**src/rtl/intr_ctrl.sv**
```systemverilog
// -----------------------------------------------------------------------------
// intr_ctrl -- requesting side of the control unit's interrupt interface.
//
// Synchronises N_IRQ asynchronous request lines and latches each rising edge as
// a pending request. Tracks nested in-service interrupts. Presents the
// highest-priority (lowest index) enabled pending request and the
// highest-priority in-service interrupt as one-hot vectors, and the program
// address of the vector slot for the pending one.
//
// Ports
//   clk            in   system clock, rising edge
//   reset          in   asynchronous active-high reset
//   irq            in   raw peripheral request lines, rising-edge sensitive
//   s_intr         in   control-unit strobe: call and/or return this cycle
//   s_call_intr    in   one-hot line being entered (valid with s_intr)
//   s_return_intr  in   one-hot line being retired (valid with s_intr)
//   mask_we        in   mask register write enable
//   mask_in        in   new mask value, 1 = line enabled
//   clr_lost       in   clears the lost flags
//   min_bit_s      out  lowest set bit of pending & mask, 0 if none
//   min_bit_a      out  lowest set bit of in_service, 0 if none
//   vec_addr       out  vector slot address for min_bit_s
//   lost           out  sticky: an edge arrived while the line was pending
// -----------------------------------------------------------------------------
module intr_ctrl #(
  parameter int         N_IRQ      = 8,
  parameter logic [9:0] VEC_BASE   = 10'h3C0,
  parameter int         VEC_STRIDE = 4
) (
  input  logic             clk,
  input  logic             reset,
  input  logic [N_IRQ-1:0] irq,
  input  logic             s_intr,
  input  logic [N_IRQ-1:0] s_call_intr,
  input  logic [N_IRQ-1:0] s_return_intr,
  input  logic             mask_we,
  input  logic [N_IRQ-1:0] mask_in,
  input  logic             clr_lost,
  output logic [N_IRQ-1:0] min_bit_s,
  output logic [N_IRQ-1:0] min_bit_a,
  output logic [9:0]       vec_addr,
  output logic [N_IRQ-1:0] lost
);

  localparam int IDX_W = (N_IRQ > 1) ? $clog2(N_IRQ) : 1;

  logic [N_IRQ-1:0] sync0_q, sync0_d;
  logic [N_IRQ-1:0] sync1_q, sync1_d;
  logic [N_IRQ-1:0] prev_q, prev_d;
  logic [N_IRQ-1:0] pending_q, pending_d;
  logic [N_IRQ-1:0] in_service_q, in_service_d;
  logic [N_IRQ-1:0] mask_q, mask_d;
  logic [N_IRQ-1:0] lost_q, lost_d;

  logic [N_IRQ-1:0] edge_det;
  logic [N_IRQ-1:0] call;
  logic [N_IRQ-1:0] ret;
  logic [N_IRQ-1:0] x_s;
  logic [IDX_W-1:0] idx;

  // Next-state logic.
  // NOTE: every signal driven here is assigned unconditionally so no latch can be inferred.
  always_comb begin
    // Two-flop synchroniser, then one more stage to remember the previous level.
    sync0_d  = irq;
    sync1_d  = sync0_q;
    prev_d   = sync1_q;
    edge_det = sync1_q & ~prev_q;

    call = s_intr ? s_call_intr   : '0;
    ret  = s_intr ? s_return_intr : '0;

    // A fresh edge on the line being called re-arms it: the new request wins.
    pending_d    = (pending_q & ~call) | edge_det;
    // Call wins over return on the same bit.
    in_service_d = (in_service_q & ~ret) | call;
    // Uses the pre-update pending; a loss seen in the clearing cycle survives.
    lost_d       = clr_lost ? (edge_det & pending_q)
                            : (lost_q | (edge_det & pending_q));
    mask_d       = mask_we ? mask_in : mask_q;
  end

  // NOTE: non-blocking assignments so every flop samples the pre-edge values.
  always_ff @(posedge clk or posedge reset) begin
    if (reset) begin
      sync0_q      <= '0;
      sync1_q      <= '0;
      prev_q       <= '0;
      pending_q    <= '0;
      in_service_q <= '0;
      mask_q       <= '1;
      lost_q       <= '0;
    end else begin
      sync0_q      <= sync0_d;
      sync1_q      <= sync1_d;
      prev_q       <= prev_d;
      pending_q    <= pending_d;
      in_service_q <= in_service_d;
      mask_q       <= mask_d;
      lost_q       <= lost_d;
    end
  end

  // Outputs depend on registers only, never directly on inputs.
  always_comb begin
    x_s       = pending_q & mask_q;
    // Two's-complement trick isolates the lowest set bit.
    min_bit_s = x_s & (~x_s + N_IRQ'(1));
    min_bit_a = in_service_q & (~in_service_q + N_IRQ'(1));

    idx = '0;
    for (int i = 0; i < N_IRQ; i++) begin
      if (min_bit_s[i]) idx = IDX_W'(i);
    end
    vec_addr = VEC_BASE + 10'(idx) * 10'(VEC_STRIDE);
    lost     = lost_q;
  end

endmodule
```
**config.mk**
```make
export PLATFORM = sky130hd
export DESIGN_NAME = intr_ctrl
export DESIGN_NICKNAME = d
export VERILOG_FILES = /design/src/rtl/intr_ctrl.sv
export SDC_FILE = /design/constraint.sdc
export NUM_CORES = 1
export LEC_CHECK = 0
export CAP_MARGIN = 20
export CORE_MARGIN = 2
export CORE_UTILIZATION = 61
export CTS_BUF_LIST = sky130_fd_sc_hd__clkbuf_4 sky130_fd_sc_hd__clkbuf_8 sky130_fd_sc_hd__clkbuf_16
export DETAILED_ROUTE_END_ITERATION = 10
export DONT_BUFFER_PORTS = 1
export PLACE_DENSITY = 0.77
export SLEW_MARGIN = 20
export SYNTH_ARGS = -nofsm -noshare
export SYNTH_HDL_FRONTEND = slang
export SYNTH_SLANG_ARGS = --single-unit
export TNS_END_PERCENT = 20
```
**constraint.sdc**
```tcl
create_clock -name clk -period 2.3 [get_ports clk]
set_clock_uncertainty 0.05 [all_clocks]
set_input_delay 0.345 -clock clk [delete_from_list [all_inputs] [get_ports clk]]
set_output_delay 0.345 -clock clk [all_outputs]
set_load 0.02 [all_outputs]
```
**After elaboration in Yosys (flattened, before gate mapping)**

Index checks and enable logic that the tools add are counted.

- Bits in registers: 56
- Bits in latches: 0
- Memory bits (writable): 0
- Bits in read-only memories: 0
- Input bits: 37
- Output and inout bits: 34
- Word-level logic and storage cells: 35
- Memories: 0

- Add/subtract/negate cells: 3
- $mul: 0
- Divide/modulo/power cells: 0
- $lt $le $gt $ge: 0
- Equal/unequal tests: 0
- Shifts and indexed selects: 0
- Mux-type cells: 10
- Bitwise gates (word level): 15
- Reductions and logical operators: 0

Operators with widths:

| kind | number |
|---|---|
| $and 8x8->8 | 7 |
| $not 8->8 | 5 |
| $mux 8 | 3 |
| $or 8x8->8 | 3 |
| $mux 3 | 6 |
| $add 8x1->8 const B | 2 |
| $add 7x6->8 const A | 1 |
| $mux 1 | 1 |

**Depth between registers and ports, before layout**

- Depth in word-level cells: 12
- Mapped depth: 5
- Gate-level depth less buffers: 4

**Least setup slack after synthesis**

Ideal clock, no wire load.

- Path kind: register -> output
- From: register in_service_q[2]
- To: output min_bit_a[5]
- Data arrival time: 1.482 ns
- Data required time: 1.905 ns
- Setup slack: 0.423 ns
- Cell stages (with the launch flop): 3
- Path buffers: 0
- Cell sequence: dfrtp_1 -> or4_4 -> nor3b_1

- Longest elaborated chain between the ends: 3

RTL lines:

| item | RTL line | source |
|---|---|---|
| start: declaration | 51 | `logic [N_IRQ-1:0] in_service_q, in_service_d;` |
| start signal: assignment | 98 | `in_service_q <= in_service_d;` |
| $not 8->8 | 109 | `min_bit_a = in_service_q & (~in_service_q + N_IRQ'(1));` |
| $add 8x1->8 | 109 |  |
| $and 8x8->8 | 109 |  |
| end: declaration | 40 | `output logic [N_IRQ-1:0] min_bit_a,` |

Every way passes these cells.

**Worst setup path after layout**

- From: register in_service_q[0]
- To: output min_bit_a[5]

Same word-level chain as after synthesis.

==> impl_metrics.py <==
metrics = {
    "run_status": {
        "status": "completed",
    },
    "routing": {
        "firstDrtPassIters": 4,
        "remaining_drc_errors": 0,
        "vias": 1305,
        "drt_iter0_drc": 35,
        "ant_nets": 0,
        "vias_per_cell": 5.28,
        "wl_per_cell_microns": 16.1,
        "routed_wl_mm": 3.99,
    },
    "die": {
        "core-area_sq_mm": 0.00334,
        "dieArea_sq_mm": 0.00397,
        "start_util": 0.637,
        "die_w_microns": 63.0,
        "fp.dieH_microns": 63.0,
        "io_pins": 71,
        "floorplan.rows": 21,
    },
    "sta": {
        "rsz0062_at_grt": "yes",
        "setup_viol": 0,
        "max_slew_margin": 0.538,
        "post-route-period-util": 0.973,
        "tightest_slew_ns": 0.692,
        "fin_crit_ns": 2.24,
        "fmax_ghz": 0.447,
        "whs_ns": 0.0129,
        "fin_tns_setup_ns": 0,
        "drv_slew": 0,
        "hold_viol_final": 0,
    },
    "place": {
        "place_hpwl_mm": 2.90,
        "numPortBuffers": 0,
        "gp_congestion": 0.750,
        "dpl_cell_area_sq_mm": 0.00216,
    },
    "clocking": {
        "cts_buffers": 5,
        "htree_levels": 2,
        "cts_tree": "built",
        "clk_pin_slew_ns": 0.15,
        "cts_setup_buffers": 0,
        "clkSinkCount": 56,
        "clock_latency_ns": 0.37,
        "cts_buffer_depth": 2,
        "clockRootBuffer": "clkbuf_4",
    },
    "layout": {
        "fin_nets": 237,
        "area_growth_pct": 10.9,
        "stdcell_area_sq_mm": 0.00236,
        "drive_gt1_frac": 0.194,
        "diodes": 0,
        "finish.utilization": 0.707,
    },
    "pwr": {
        "intPower_uw": 1390,
        "p_seq_frac": 0.607,
        "pwr-share-comb": 0.123,
        "swShare": 0.271,
        "leakage_uw": 0.00110,
        "power_density_mw_per_mm2": 811,
        "p_clk_frac": 0.270,
        "switchingPower_uw": 519,
        "ir_worst_vdd_v": 0.000506,
    },
    "grt": {
        "track_usage": 0.220,
        "grt_pass1_wl_mm": 6.52,
        "grt_max_degree": 29,
        "gr-total-overflow": 0,
        "antenna_found_initial": 0,
        "first_global_vias": 1344,
    },
    "logic_synthesis": {
        "ys_seq_elements": 56,
        "yosysSeqAreaShare": 0.664,
        "syn_inst": 185,
        "yosys.cell_types.count": 29,
        "synth.cell_area_sq_mm": 0.00213,
        "synth_area_per_cell_sq_um": 11.5,
        "yosys_warnings": 0,
    },
    "worst_setup_path": {
        "slowest_delay_ns": 0.52,
        "setup.worst_path.start_class": "register",
        "crit_path_end_kind": "output port",
        "crit_fanout": 6,
        "worstSetupPathType": "register to output port",
        "cp_data_required_time_ns": 1.90,
        "cp_cell_sequence": "or4_4 -> nor3b_1 -> buf_4",
        "cp_data_arrival_time_ns": 1.84,
        "ff2ff_setup_slack_ns": 1.39,
        "path_delay_family": "simple AND/OR/NAND/NOR gates",
        "critPathBufInv": 1,
        "crit_slowest_cell": "or4_4",
    },
    "worst_hold_path": {
        "hold_path_class": "input port to register",
    },
    "flow_run": {
        "max_cap_violations": 0,
    },
}
==> placed cells by master (no fill, tap or decap), types with 2 or more instances in the layout <==
master and instances:
dfrtp_1 47, clkbuf_4 5, buf_4 4, dlygate4sd3_1 10, nor2_1 7, mux2_2 8, a21o_1 8, o21ai_0 8
nor2b_1 9, dfstp_2 8, conb_1 7, inv_1 9, nand3_1 2, nor3b_1 2, nand2_1 46
==> metrics by stage <==
stage / total power, uW / cells / worst slack [ns]
floorplan: 1360 / 190 / 0.423
global placement: 1380 / 229 / 0.478
detailed placement: 1390 / 229 / 0.402
CTS: 1910 / 246 / 0.0163
global route: 2000 / 247 / -0.0216
finish: 1910 / 247 / 0.0616
==> final timing paths <==
kind                                      start  cells after the start            to
worst max register to register          lost[3]                      2       lost[3]
max in group asynchronous                 reset                      3     mask_q[4]
worst max-delay path            in_service_q[0]                      3  min_bit_a[5]
worst min-delay path                   clr_lost                      1       lost[1]
worst min register to register       sync0_q[5]                      0     prev_d[5]
min in group asynchronous                 reset                      2  pending_q[3]
==> logic make-up (layout without fill, tap and decap cells) <==
logic type,Yosys count,in the layout,synth area share
other cells,2,7,0.00353
mux,8,8,0.0424
buf+inv,21,32,0.0518
flops,56,56,0.664
simple gates,77,77,0.174
compound gates,21,21,0.0647
==> cells in the mapped netlist <==
master | number | share of area
nand4_1 | 1 | 0.0029
a22oi_1 | 1 | 0.0035
nand2b_1 | 1 | 0.0029
clkbuf_1 | 2 | 0.0035
and3b_1 | 1 | 0.0041
nand3_1 | 2 | 0.0047
nor2b_1 | 9 | 0.026
and2_2 | 1 | 0.0035
dfrtp_1 | 48 | 0.57
nand2_1 | 46 | 0.081
or4_4 | 1 | 0.0053
and2_1 | 1 | 0.0029
mux2_2 | 8 | 0.042
nand2b_4 | 1 | 0.0065
or2_2 | 1 | 0.0029
o21ai_0 | 8 | 0.019
a21o_1 | 8 | 0.028
buf_2 | 1 | 0.0024
dfstp_2 | 8 | 0.099
buf_4 | 8 | 0.028
inv_1 | 10 | 0.018
conb_1 | 2 | 0.0035
a22o_1 | 1 | 0.0041
a41oi_1 | 1 | 0.0041
nor2_1 | 8 | 0.014
nor4b_1 | 1 | 0.0041
a31oi_1 | 2 | 0.0059
nor3_2 | 1 | 0.0047
nor3b_1 | 2 | 0.0071
==> registers in the layout (all words and copies together) (netlist names) <==
register	count
in_service_q	8
lost	8
mask_q	8
pending_q	8
prev_d	8
prev_q	8
sync0_q	8
==> layout make-up <==
class                   count  area (sq um)
clock buffers               5          37.5
clock inverters             3          42.5
repair buffers             14           130
inverters                  10          37.5
multi-input cells         113           641
fillers                   261           978
well taps                  46          57.6
flip-flops and latches     56          1410
==> power groups by stage <==
stage / Sequential [uW] / Clock (uW) / Combinational [uW]
final: 1160 / 517 / 235
after global placement: 1170 / 0 / 208
after floorplan: 1160 / 0 / 200
after detailed placement: 1180 / 0 / 215
after global routing: 1170 / 563 / 263
after CTS: 1160 / 524 / 230
==> routing by layer <==
layer,share of wire,GRT usage
met4,0.011,0.0833
met2,0.50,0.363
met3,0.085,0.0757
met5,0,0
met1,0.41,0.269
==> timing repair <==
item / CTS / global route
hold endpoints to repair: 28 / 1
hold buffers: 9 / 1
endpoints found under the setup margin: 1 / 6
gates resized for setup: 1 / 4
pin swaps: 0 / 1
==> worst register-to-register path: stages, from the launching register on <==
cell and delay, ns:
dfrtp_1 0.51, inv_1 0.06, o21ai_0 0.21
Power figures use the tool's default switching activity.
